[config.mk]
export PLATFORM = sky130hd
export DESIGN_NAME = machine_ctl
export DESIGN_NICKNAME = d
export VERILOG_FILES = /design/src/rtl/cpu_defs.sv /design/src/rtl/machine_ctl.sv
export SDC_FILE = /design/constraint.sdc
export NUM_CORES = 1
export LEC_CHECK = 0
export CAP_MARGIN = 0
export CORE_MARGIN = 10
export CORE_UTILIZATION = 35
export DETAILED_ROUTE_END_ITERATION = 12
export GPL_TIMING_DRIVEN = 1
export PLACE_DENSITY_LB_ADDON = 0.25
export SYNTH_ARGS = -nofsm -noshare
export SYNTH_HDL_FRONTEND = slang
export SYNTH_SLANG_ARGS = --single-unit
export TNS_END_PERCENT = 5
[constraint.sdc]
create_clock -name clk -period 2.3 [get_ports clk]
set_input_delay 0.345 -clock clk [delete_from_list [all_inputs] [get_ports clk]]
set_output_delay 0.345 -clock clk [all_outputs]
set_load 0.01 [all_outputs]
[src/rtl/cpu_defs.sv]
// Shared RISC CPU definitions: opcode constants, one-hot controller state
// encoding and the per-phase control strobe bundle.
package cpu_defs;

  localparam int OP_W = 3;

  typedef logic [OP_W-1:0] opcode_t;

  localparam opcode_t HLT_OP  = 3'b000;
  localparam opcode_t SKZ_OP  = 3'b001;
  localparam opcode_t ADD_OP  = 3'b010;
  localparam opcode_t ANDD_OP = 3'b011;
  localparam opcode_t XORR_OP = 3'b100;
  localparam opcode_t LDA_OP  = 3'b101;
  localparam opcode_t STO_OP  = 3'b110;
  localparam opcode_t JMP_OP  = 3'b111;

  typedef enum logic [9:0] {
    IDLE = 10'b00_0000_0001,
    S0   = 10'b00_0000_0010,
    S1   = 10'b00_0000_0100,
    S2   = 10'b00_0000_1000,
    S3   = 10'b00_0001_0000,
    S4   = 10'b00_0010_0000,
    S5   = 10'b00_0100_0000,
    S6   = 10'b00_1000_0000,
    S7   = 10'b01_0000_0000,
    HALT = 10'b10_0000_0000
  } state_t;

  typedef struct packed {
    logic halt;
    logic inc_pc;
    logic load_pc;
    logic load_acc;
    logic load_ir;
    logic rd;
    logic wr;
    logic datactl_ena;
  } ctl_t;

  function automatic logic is_alu_op(input opcode_t op);
    return (op == ADD_OP) || (op == ANDD_OP) || (op == XORR_OP) || (op == LDA_OP);
  endfunction

endpackage

[src/rtl/machine_ctl.sv]
// Instruction-sequencing controller: locks an 8-phase machine cycle to the
// fetch strobe and drives registered per-phase datapath strobes.
module machine_ctl
  import cpu_defs::*;
(
  input  logic          clk,
  input  logic          reset,
  input  logic          fetch,
  input  logic [OP_W-1:0] opcode,
  input  logic          zero,
  output logic          inc_pc,
  output logic          load_pc,
  output logic          load_acc,
  output logic          load_ir,
  output logic          rd,
  output logic          wr,
  output logic          datactl_ena,
  output logic          halt
);

  state_t state, next;
  logic   fetch_d;
  logic   rise;
  ctl_t   ctl, ctl_next;

  // Strobes for the state being entered, so each is valid for exactly the
  // cycle the FSM sits in that state.
  function automatic ctl_t decode(input state_t s, input opcode_t op, input logic z);
    ctl_t c;
    c = '0;
    case (s)
      S0: begin
        c.rd      = 1'b1;
        c.load_ir = 1'b1;
      end
      S1: begin
        c.rd      = 1'b1;
        c.load_ir = 1'b1;
        c.inc_pc  = 1'b1;
      end
      S3: begin
        if (op == HLT_OP) c.halt   = 1'b1;
        else              c.inc_pc = 1'b1;
      end
      S4: begin
        if (is_alu_op(op))     c.rd          = 1'b1;
        else if (op == JMP_OP) c.load_pc     = 1'b1;
        else if (op == STO_OP) c.datactl_ena = 1'b1;
      end
      S5: begin
        if (is_alu_op(op)) begin
          c.rd       = 1'b1;
          c.load_acc = 1'b1;
        end else if (op == SKZ_OP) begin
          c.inc_pc = z;
        end else if (op == JMP_OP) begin
          c.load_pc = 1'b1;
          c.inc_pc  = 1'b1;
        end else if (op == STO_OP) begin
          c.datactl_ena = 1'b1;
          c.wr          = 1'b1;
        end
      end
      S6: begin
        if (is_alu_op(op))     c.rd          = 1'b1;
        else if (op == STO_OP) c.datactl_ena = 1'b1;
      end
      S7:      c.inc_pc = (op == SKZ_OP) && z;
      HALT:    c.halt   = 1'b1;
      default: c = '0;
    endcase
    return c;
  endfunction

  assign rise = fetch & ~fetch_d;

  // NOTE: sequential state uses non-blocking assignments so every flop samples
  // pre-edge values regardless of process ordering.
  always_ff @(posedge clk or negedge reset) begin
    if (!reset) begin
      state   <= IDLE;
      fetch_d <= 1'b0;
      ctl     <= '0;
    end else begin
      state   <= next;
      fetch_d <= fetch;
      ctl     <= ctl_next;
    end
  end

  // NOTE: defaults are assigned first so no path leaves next/ctl_next unassigned
  // and no latch is inferred.
  always_comb begin
    next     = state;
    ctl_next = '0;
    case (state)
      IDLE:    next = IDLE;
      S0:      next = S1;
      S1:      next = S2;
      S2:      next = S3;
      S3:      next = (opcode == HLT_OP) ? HALT : S4;
      S4:      next = S5;
      S5:      next = S6;
      S6:      next = S7;
      S7:      next = S0;
      HALT:    next = HALT;
      default: next = IDLE;
    endcase
    // A fetch rise re-anchors the machine cycle; misaligned ones abort the
    // instruction in flight. Only reset leaves HALT.
    if (rise && state != HALT) next = S0;
    ctl_next = decode(next, opcode, zero);
  end

  assign halt        = ctl.halt;
  assign inc_pc      = ctl.inc_pc;
  assign load_pc     = ctl.load_pc;
  assign load_acc    = ctl.load_acc;
  assign load_ir     = ctl.load_ir;
  assign rd          = ctl.rd;
  assign wr          = ctl.wr;
  assign datactl_ena = ctl.datactl_ena;

endmodule

==> results of run 1 <==
area by class of cell:
type / instances / area share
Clock buffer: 4 / 0.0222
Inverter: 3 / 0.00951
Multi-Input combinational cell: 72 / 0.402
Sequential cell: 19 / 0.403
Tap cell: 31 / 0.0328
Timing Repair Buffer: 16 / 0.131
cells in the final DEF (no fill, tap or decap), types with 2 or more instances in the layout:
cell type,netlist,layout
a21oi_1,3,3
a31oi_1,2,2
buf_4,3,2
clkbuf_4,0,3
clkdlybuf4s50_1,0,14
dfrtp_1,18,18
inv_1,3,3
nand2_1,7,7
nand2b_1,4,4
nand3_1,3,3
nand3b_1,2,2
nand4_1,3,3
nor2_1,8,8
nor2b_1,2,2
nor3_1,5,5
nor4_1,3,3
nor4_4,2,2
nor4b_1,2,2
o21ai_0,6,6
xnor2_1,2,2
xor2_1,2,2
through the flow:
step,setup WS [ps],cells,area (sq um),util,hold WS (ps)
final,539,145,1180,0.429,362
after detailed placement,528,141,1160,0.420,559
after CTS,577,145,1180,0.429,373
after floorplan,813,100,1010,-,49.4
after global placement,539,141,1160,0.420,563
after global routing,367,145,1180,0.429,390
registers in the layout, summed over array words and instances, names as in the netlist:
signal       cells
datactl_ena      1
fetch_d          1
halt             1
inc_pc           1
load_acc         1
load_ir          1
load_pc          1
rd               1
state           10
wr               1
routing by layer:
layer  routed length, um  global-route usage  vias up
met5                   0                   0        -
met4                  29              0.0373        0
met3                  74              0.0175        4
met2                1110               0.134       17
met1                 989               0.116      396
li1                    -                   -      399
report_power, final:
group          switching (mW)  leakage, nW  internal (mW)
Combinational          0.0487        0.208         0.0441
Clock                  0.0999       0.0150         0.0675
Sequential             0.0134        0.254          0.348
Total                   0.162        0.477          0.459
cells by family after synthesis:
group / count (synthesis) / synth area share
simple gates: 45 / 0.273
compound gates: 23 / 0.162
xor+xnor: 4 / 0.0346
buf+inv: 9 / 0.0593
flops: 19 / 0.471
cell usage after synthesis (2+ instances only):
library cell,n
nand2b_1,4
buf_6,2
nor4_1,3
nor4_4,2
nor2b_1,2
nand3_1,3
inv_1,3
xor2_1,2
a21oi_1,3
a31oi_1,2
o21ai_0,6
xnor2_1,2
nor2_1,8
nand2_1,7
nand4_1,3
buf_4,3
dfrtp_1,18
nor4b_1,2
nor3_1,5
nand3b_1,2
worst max-delay path by stage:
stage                     startpoint     endpoint  slack, ps  depth (start not counted)
final                       state[3]  datactl_ena        540                          4
after global routing        state[3]           rd        370                          4
after CTS                   state[3]  datactl_ena        580                          4
after detailed placement   opcode[2]     state[9]        530                          3
after global placement     opcode[2]       inc_pc        540                          3
after floorplan             state[2]           rd        810                          5
==> impl_results.md, run 1 <==
- Reg2Reg Capture Point: datactl_ena
- Io pins: 15
- Top cell type's share of synthesized area: 0.445
- Worst Path Required: 2510 ps
- CTS sink cnt: 19
- Clock Pin Slew Worst Setup and Hold Paths: ~100 ps
- Routed Antenna Nets: 0
- Multi-input logic area: about 480 sq um
- Clock tree buffer depth: 2
- RSZ-0062 raised after global routing: no
- Crit Path Category: register to register
- Routability cong.: roughly 0.86
- Critical path's top delay family: simple AND/OR/NAND/NOR gates
- Total Wirelength: ~2200 um
- Setup TNS: 0 ps
- Register-to-register setup slack: around 540 ps
- Synthesized area per cell: approximately 10 sq um
- Total track usage: 0.0875
- VDD IR max: 0.405 mV
- Via count: slightly above 800
- Layout cell share with drive strength beyond 1: 0.105
- Worst slew pin tran: slightly above 500 ps
- Post-synth EDFFs: 0
- HPWL after DPL: 1690 um
- Maximum fanout along the worst path: 9
- CTS HTree Levels: 1
- Final setup viols: 0
- HP Class: primary input to async pin
- First-pass GRT wire length: 3870 um
- Die Y: approximately 74 um
- FF-to-FF path depth: 4
- Max-cap violations: 0
- Routed vias/inst: between 5 and 6
- Max Fclk: ~570 MHz
- DRC: 0
- I/O Buffers: 14
- Number of CTS-inserted buffers: 3
- CP peak stage delay: about 540 ps
- Crit path DAT: ~2000 ps
- Yosys warnings: 0
- Post-Route Skew: ~3.2 ps
- Gr ovfl total: 0
- Syn Nets: 107
- # resized after CTS: 0
- Leakage: 0.477 nW
- Die area: about 5400 sq um
- Final critical-path share of the clock period: 0.766
- Synth area leaders: dfrtp_1 44%, nor4_4 4.2%, o21ai_0 3.0%
- CP endpoint kind: register
- WL per Instance: around 15 um
- Overall Power: 621 uW
- Status: finished, final reports clean
- Register area share after synthesis: 0.471
- Post-layout minimum cycle time: 1760 ps
- Syn Inst Count: 100
- CP Cell Sequence: nor4_4 -> nand3_1 -> a211o_1 -> nor3_1
- Largest net degree at the start of global routing: 20
- Filler cells: roughly 270
- Critical path startpoint category: register
- Sequential Area: ~480 sq um
- Detailed Routing Iterations Pass 1: 4
- Slew headroom: 0.651
- #FFs+latches synth: 19
- Post-CTS Setup Inserts: 0
- Worst Path Buf+Inv: 0
- Post-synth top area cell: dfrtp_1
- Post-synth cell types: 38
- Worst reg2reg startpoint: state[3]
- Ys async rst share: 1.00
- Starting density of the core: 0.367
- Clk_lat worst skew: slightly below 300 ps
- Initial antenna violation count: 0
- CTS tree: yes
- Vias in the first global route: slightly below 800
- Core box area: approximately 2800 sq um
- Layout net count: 122
- PwrDens: between 500 and 600 nW/um^2
- Fin. Hold Viols: 0
- Die W: 73.8 um
- Initial DRC count: 46
- # rows: 19
- Root Driver: clkbuf_4
- Post-Syn Area: about 1000 sq um
- Hold_buf cts: 0
- Final Slew Violations: 0
- CP max-delay cell: nor4_4
- Antenna fix cells: 0
- P&R area growth vs syn: 16.9%
- Commonest register cell after synthesis: dfrtp_1
Note: power is estimated with default switching activity, not from simulation.
==> inputs of run 2 (changes only) <==
==> constraint.sdc (replaced) <==
create_clock -name clk -period 1.6 [get_ports clk]
set_input_delay 0.24 -clock clk [delete_from_list [all_inputs] [get_ports clk]]
set_output_delay 0.24 -clock clk [all_outputs]
set_load 0.01 [all_outputs]
==> run 2 against run 1 <==
Highest routed layer unchanged. Critical path type unchanged. Die area unchanged. Critical path depth increased by 2. Sequential share of layout area fell by 6.5 points. Cell count up 17%. First-iteration DRC count up 11%.
==> impl_results.md, run 2 (synthesis results as in run 1) <==
- Io pins: 15 (unchanged)
- Initial DRC count: 51 (+11%)
- Max Fclk: 641 MHz (+13%)
- Routed Antenna Nets: 0 (unchanged)
- Final critical-path share of the clock period: 0.974 (+0.209)
- Core box area: 2760 sq um (unchanged)
- Via count: 900 (+10%)
- Clock tree buffer depth: 2 (unchanged)
- Post-Route Skew: 2.75 ps (-0.468 ps)
- Slew headroom: 0.736 (+0.0845)
- Leakage: 0.601 nW (+26%)
- Post-place setup slack: -58.0 ps (-586 ps)
- Routed vias/inst: 5.33 (-5.4%)
- Final setup viols: 0 (unchanged)
- Routability cong.: 0.842 (-2.6%)
- Die area: 5440 sq um (unchanged)
- RSZ-0062 raised after global routing: yes
- Crit path DAT: 1750 ps (-230 ps)
- Crit Path Category: register to register
- Max FFs per register: 10 (unchanged)
- Filler cells: 247 (-9.2%)
- Multi-input logic area: 519 sq um (+9.2%)
- Root Driver: clkbuf_4
- Max-cap violations: 0 (unchanged)
- Initial antenna violation count: 0 (unchanged)
- Sequential Area: 479 sq um (+0.53%)
- Number of CTS-inserted buffers: 3 (unchanged)
- CP startpoint: state[4]
- CTS sink cnt: 19 (unchanged)
- First-pass GRT wire length: 4410 um (+14%)
- Reg2Reg Capture Point: state[9]
- PwrDens: 672 nW/um^2 (+28%)
- Setup crit end: state[9]
- Total track usage: 0.101 (+0.0139)
- DRC: 0 (unchanged)
- Commonest cells after routing, fill and taps aside: 24 x buf_4, 16 x dfrtp_1, 14 x clkdlybuf4s50_1, 7 x nand2_1, 6 x nor2_1
- Final Slew Violations: 0 (unchanged)
- CTS tree: yes
- Most flops, register: state
- Worst reg2reg startpoint: state[4]
- WL per Instance: 15.2 um (about the same)
- Most common cell after layout, fill and taps aside: buf_4
- Gr ovfl total: 0 (unchanged)
- I/O Buffers: 14 (unchanged)
- # rows: 19 (unchanged)
- Layout net count: 146 (+20%)
- Die W: 73.8 um (unchanged)
- Total Wirelength: 2570 um (+17%)
- Critical path startpoint category: register
- Antenna fix cells: 0 (unchanged)
- Clk_lat worst skew: 290 ps (about the same)
- PnR worst setup slack: 41.1 ps (-498 ps)
- Maximum fanout along the worst path: 4 (-5)
- FF-to-FF path depth: 6 (+2)
- Util after Layout: 0.514 (+0.0848)
- Worst slew pin tran: 393 ps (-122 ps)
- Overall Power: 953 uW (+53%)
- WHS: 203 ps (-159 ps)
- Register-to-register setup slack: 40 ps (-500 ps)
- Clock Pin Slew Worst Setup and Hold Paths: 110 ps (about the same)
- HPWL after DPL: 1950 um (+15%)
- Post-layout minimum cycle time: 1560 ps (-202 ps)
- Status: finished, final reports clean
- Starting density of the core: 0.367 (unchanged)
- CTS HTree Levels: 1 (unchanged)
- VDD IR max: 0.588 mV (+45%)
- Detailed Routing Iterations Pass 1: 4 (unchanged)
- Worst Path Required: 1790 ps (-720 ps)
- CP endpoint kind: register
- Layout cell share with drive strength beyond 1: 0.326 (+0.221)
- Fin. Hold Viols: 0 (unchanged)
- P&R area growth vs syn: 40.0%
- Hold_buf cts: 0 (unchanged)
- Largest net degree at the start of global routing: 13 (-35%)
- Die Y: 73.8 um (unchanged)
- HP Class: primary input to async pin
- Vias in the first global route: 939 (+20%)
-- run 2: cell count changes in the layout (fill, tap and decap cells not counted), sizes merged --
cell  change
buf      +24
-- run 2: worst min-delay path by stage --
stage | to | slack, ps | cells past startpoint
2_1_floorplan | datactl_ena | -60 | 0
3_3_place_gp | state[3] | 540 | 1
3_5_place_dp | state[3] | 540 | 1
4_1_cts | state[3] | 200 | 1
5_1_grt | state[8] | 200 | 1
6_report | state[3] | 200 | 1
-- run 2: worst max-delay path: stages (launching register included) --
cell,delay [ps]
dfrtp_2,450
nor4_4,320
buf_4,180
buf_6,80
nand4_1,170
buf_4,200
o41ai_1,50
-- run 2: through the flow --
step / cell area [sq um] / setup TNS [ps] / instances
2_1_floorplan: 1010 / 0 / 100
3_3_place_gp: 1310 / -56.5 / 161
3_5_place_dp: 1310 / -152 / 161
4_1_cts: 1330 / 0 / 165
5_1_grt: 1420 / -249 / 169
6_report: 1420 / 0 / 169
-- run 2: layer usage --
layer,share of wire,track usage,up-vias,routed length [um]
met5,0,0,-,0
met3,0.031,0.0162,2,80
met4,0.0066,0.0476,0,17
met1,0.43,0.124,440,1110
li1,-,-,441,-
met2,0.53,0.169,17,1360
-- run 2: timing repair --
action,CTS,global route
setup buffers,0,4
gates resized for setup,0,14
setup endpoints to repair,0,8
-- run 2: layout make-up --
| class | instances | area share |
|---|---|---|
| well taps | 31 | 0.0274 |
| inverters | 3 | 0.00794 |
| flip-flops and latches | 19 | 0.338 |
| multi-input cells | 72 | 0.366 |
| repair buffers | 40 | 0.242 |
| clock buffers | 4 | 0.0185 |
-- run 2: power by group --
part           switching (mW)  internal [mW]  total [mW]
clock                   0.145         0.0970       0.242
combinational          0.0950          0.102       0.197
sequential             0.0131          0.500       0.513
==> inputs of run 3 (changes only) <==
--- a/config.mk
+++ b/config.mk
@@ -5,6 +5,7 @@
 export SDC_FILE = /design/constraint.sdc
 export NUM_CORES = 1
 export LEC_CHECK = 0
+export ABC_AREA = 1
 export CAP_MARGIN = 0
 export CORE_MARGIN = 10
 export CORE_UTILIZATION = 35
==> run 3 against run 2 <==
Register-to-register slack gained 130 ps. Routed wire length fell by 25%. Combinational power down 50%. Final area down 17%. Synthesized cell count increased by 14%. Total power is 12% lower. Clock skew is 2.0 ps lower. Sequential share of layout area rose by 6.9 points. Cell count down 1.8%. Sequential power fell by 3%. First-iteration DRC count decreased by 80%. Clock power barely moved. Critical endpoint is now inc_pc.
==> impl_results.md, run 3 <==
- Status: finished, final reports clean
- Largest net degree at the start of global routing: 15 (+2)
- CP endpoint kind: register
- Initial DRC count: 10 (-80%)
- CP startpoint: state[9]
- P&R area growth vs syn: 25.4%
- Syn Nets: 121 (+13%)
- Post-layout minimum cycle time: 1430 ps (-128 ps)
- CTS sink cnt: 19 (unchanged)
- Clock Pin Slew Worst Setup and Hold Paths: 110 ps (about the same)
- Total track usage: 0.0796 (-0.0218)
- Crit Path Category: register to register
- Syn Inst Count: 114 (+14%)
- Routability cong.: 0.790 (-6.2%)
- Yosys warnings: 0 (unchanged)
- Worst Path Required: 1790 ps (about the same)
- Root Driver: clkbuf_4
- Register-to-register setup slack: 170 ps (+130 ps)
- Number of CTS-inserted buffers: 3 (unchanged)
- WL per Instance: 11.7 um (-23%)
- Vias in the first global route: 770 (-18%)
- Hold_buf cts: 0 (unchanged)
- Io pins: 15 (unchanged)
- RSZ-0062 raised after global routing: no
- Setup crit end: inc_pc
- Routed vias/inst: 4.38 (-18%)
- Total Wirelength: 1940 um (-25%)
- Crit path DAT: 1620 ps (-130 ps)
- Top cells by count, synth: 24 x nand2_1, 18 x dfrtp_1, 17 x nor2_1
- Antenna fix cells: 0 (unchanged)
- Most common cell after layout, fill and taps aside: nand2_1
- Clk_lat worst skew: 290 ps (about the same)
- Starting density of the core: 0.371 (+0.00348)
- Most flops, register: state
- Post-synth EDFFs: 0 (unchanged)
- Filler cells: 274 (+11%)
- Post-synth cell types: 21 (-45%)
- Register area share after synthesis: 0.510 (+0.0391)
- Max-cap violations: 0 (unchanged)
- HPWL after DPL: 1620 um (-17%)
- Multi-input logic area: 393 sq um (-24%)
- Gr ovfl total: 0 (unchanged)
- Detailed Routing Iterations Pass 1: 4 (unchanged)
- Sequential Area: 477 sq um (-0.52%)
- Max Fclk: 699 MHz (+8.9%)
- Post-place setup slack: -11.9 ps (+46.1 ps)
- DRC: 0 (unchanged)
- Clock tree buffer depth: 2 (unchanged)
- Fin. Hold Viols: 0 (unchanged)
- Final instance area: 1170 sq um (-17%)
- # rows: 18 (-1)
- Synthesized area per cell: 8.20 sq um (-19%)
- PwrDens: 716 nW/um^2 (+6.5%)
- Placed Instances: 162 (+0.62%)
- Worst slew pin tran: 320 ps (-73.5 ps)
- Slew headroom: 0.786 (+0.0500)
- # resized after CTS: 0 (unchanged)
- Placed Instance Area: 1140 sq um (-13%)
- Worst reg2reg startpoint: state[9]
- Critical path startpoint category: register
- Layout cell share with drive strength beyond 1: 0.213 (-0.113)
- Commonest register cell after synthesis: dfrtp_1
- Maximum fanout along the worst path: 4 (unchanged)
- Core box area: 2520 sq um (-8.5%)
- Setup TNS: 0 ps (unchanged)
- Via count: 727 (-19%)
- Initial antenna violation count: 0 (unchanged)
- Layout net count: 144 (-1.4%)
- Final critical-path share of the clock period: 0.895 (-0.0797)
- Max FFs per register: 10 (unchanged)
- PnR worst setup slack: 169 ps (+128 ps)
- Final Slew Violations: 0 (unchanged)
- Die Y: 71.7 um (-2.8%)
- Synth area leaders: dfrtp_1 48%, nand2_1 9.6%, nor2_1 6.8%
- FF-to-FF path depth: 8 (+2)
- VDD IR max: 0.433 mV (-26%)
- Overall Power: 839 uW (-12%)
- HP Class: primary input to async pin
- Ys async rst share: 1.00 (unchanged)
- First-pass GRT wire length: 3360 um (-24%)
- Post-CTS Setup Inserts: 0 (unchanged)
- Commonest cells after routing, fill and taps aside: 24 x nand2_1, 18 x dfrtp_1, 16 x nor2_1, 14 x clkdlybuf4s50_1, 13 x inv_1
- Routed Antenna Nets: 0 (unchanged)
- Die area: 5140 sq um (-5.6%)
- Leakage: 0.618 nW (+2.9%)
- Post-Route Skew: 0.722 ps (-2.03 ps)
- Most frequent cell after synthesis: nand2_1
- Post-Syn Area: 935 sq um (-7.7%)
- Final setup viols: 0 (unchanged)
- CTS HTree Levels: 1 (unchanged)
- Reg2Reg Capture Point: inc_pc
- Die W: 71.7 um (-2.8%)
- Top cell type's share of synthesized area: 0.482 (+0.0369)
- Final non-filler cell total: 166 (-1.8%)
- #FFs+latches synth: 19 (unchanged)
- CTS tree: yes
- Post-synth top area cell: dfrtp_1
- I/O Buffers: 14 (unchanged)
==> run 3: cell type report <==
cell class,count,share of cell area
multi-input cells,77,0.335
well taps,30,0.0320
clock buffers,3,0.0192
flip-flops and latches,19,0.407
inverters,18,0.0576
repair buffers,18,0.145
clock inverters,1,0.00427
==> run 3: cells by family after synthesis <==
kind of cell	synth area share
buffers and inverters	0.0723
AO/OA/AOI/OAI	0.0428
AND/OR/NAND/NOR	0.375
flip-flops	0.510
==> run 3: where the power goes <==
group / switching [mW] / leakage, nW / internal (mW)
Sequential: 0.00476 / 0.256 / 0.492
Combinational: 0.0555 / 0.345 / 0.0429
Clock: 0.151 / 0.0177 / 0.0930
Total: 0.211 / 0.618 / 0.628
==> run 3: through the flow <==
| step | util | hold slack [ps] |
|---|---|---|
| CTS | 0.464 | 184 |
| floorplan | - | -55.6 |
| global route | 0.465 | 181 |
| detailed placement | 0.453 | 511 |
| finish | 0.465 | 179 |
| global placement | 0.453 | 489 |
==> run 3: worst min path at each step <==
stage / end / startpoint / slack (ps)
floorplan: datactl_ena / reset / -60
global placement: state[2] / reset / 490
detailed placement: state[2] / reset / 510
CTS: state[1] / reset / 180
global route: state[1] / reset / 180
finish: state[2] / reset / 180
==> run 3: critical path, stage by stage, from the launching register on <==
cell	delay, ps
dfrtp_1	420
nor2_2	190
nand3_1	160
nor2_2	220
nand2_1	70
nand2_1	100
nor2_1	50
nand2_1	50
nand3_1	70
==> run 3: routing by layer <==
metal  vias up  GRT usage  routed length, um
met5         -          0                  0
met4         0     0.0194                 13
met3         2     0.0275                 98
met2        10      0.144                973
met1       321     0.0858                854
li1        394          -                  -
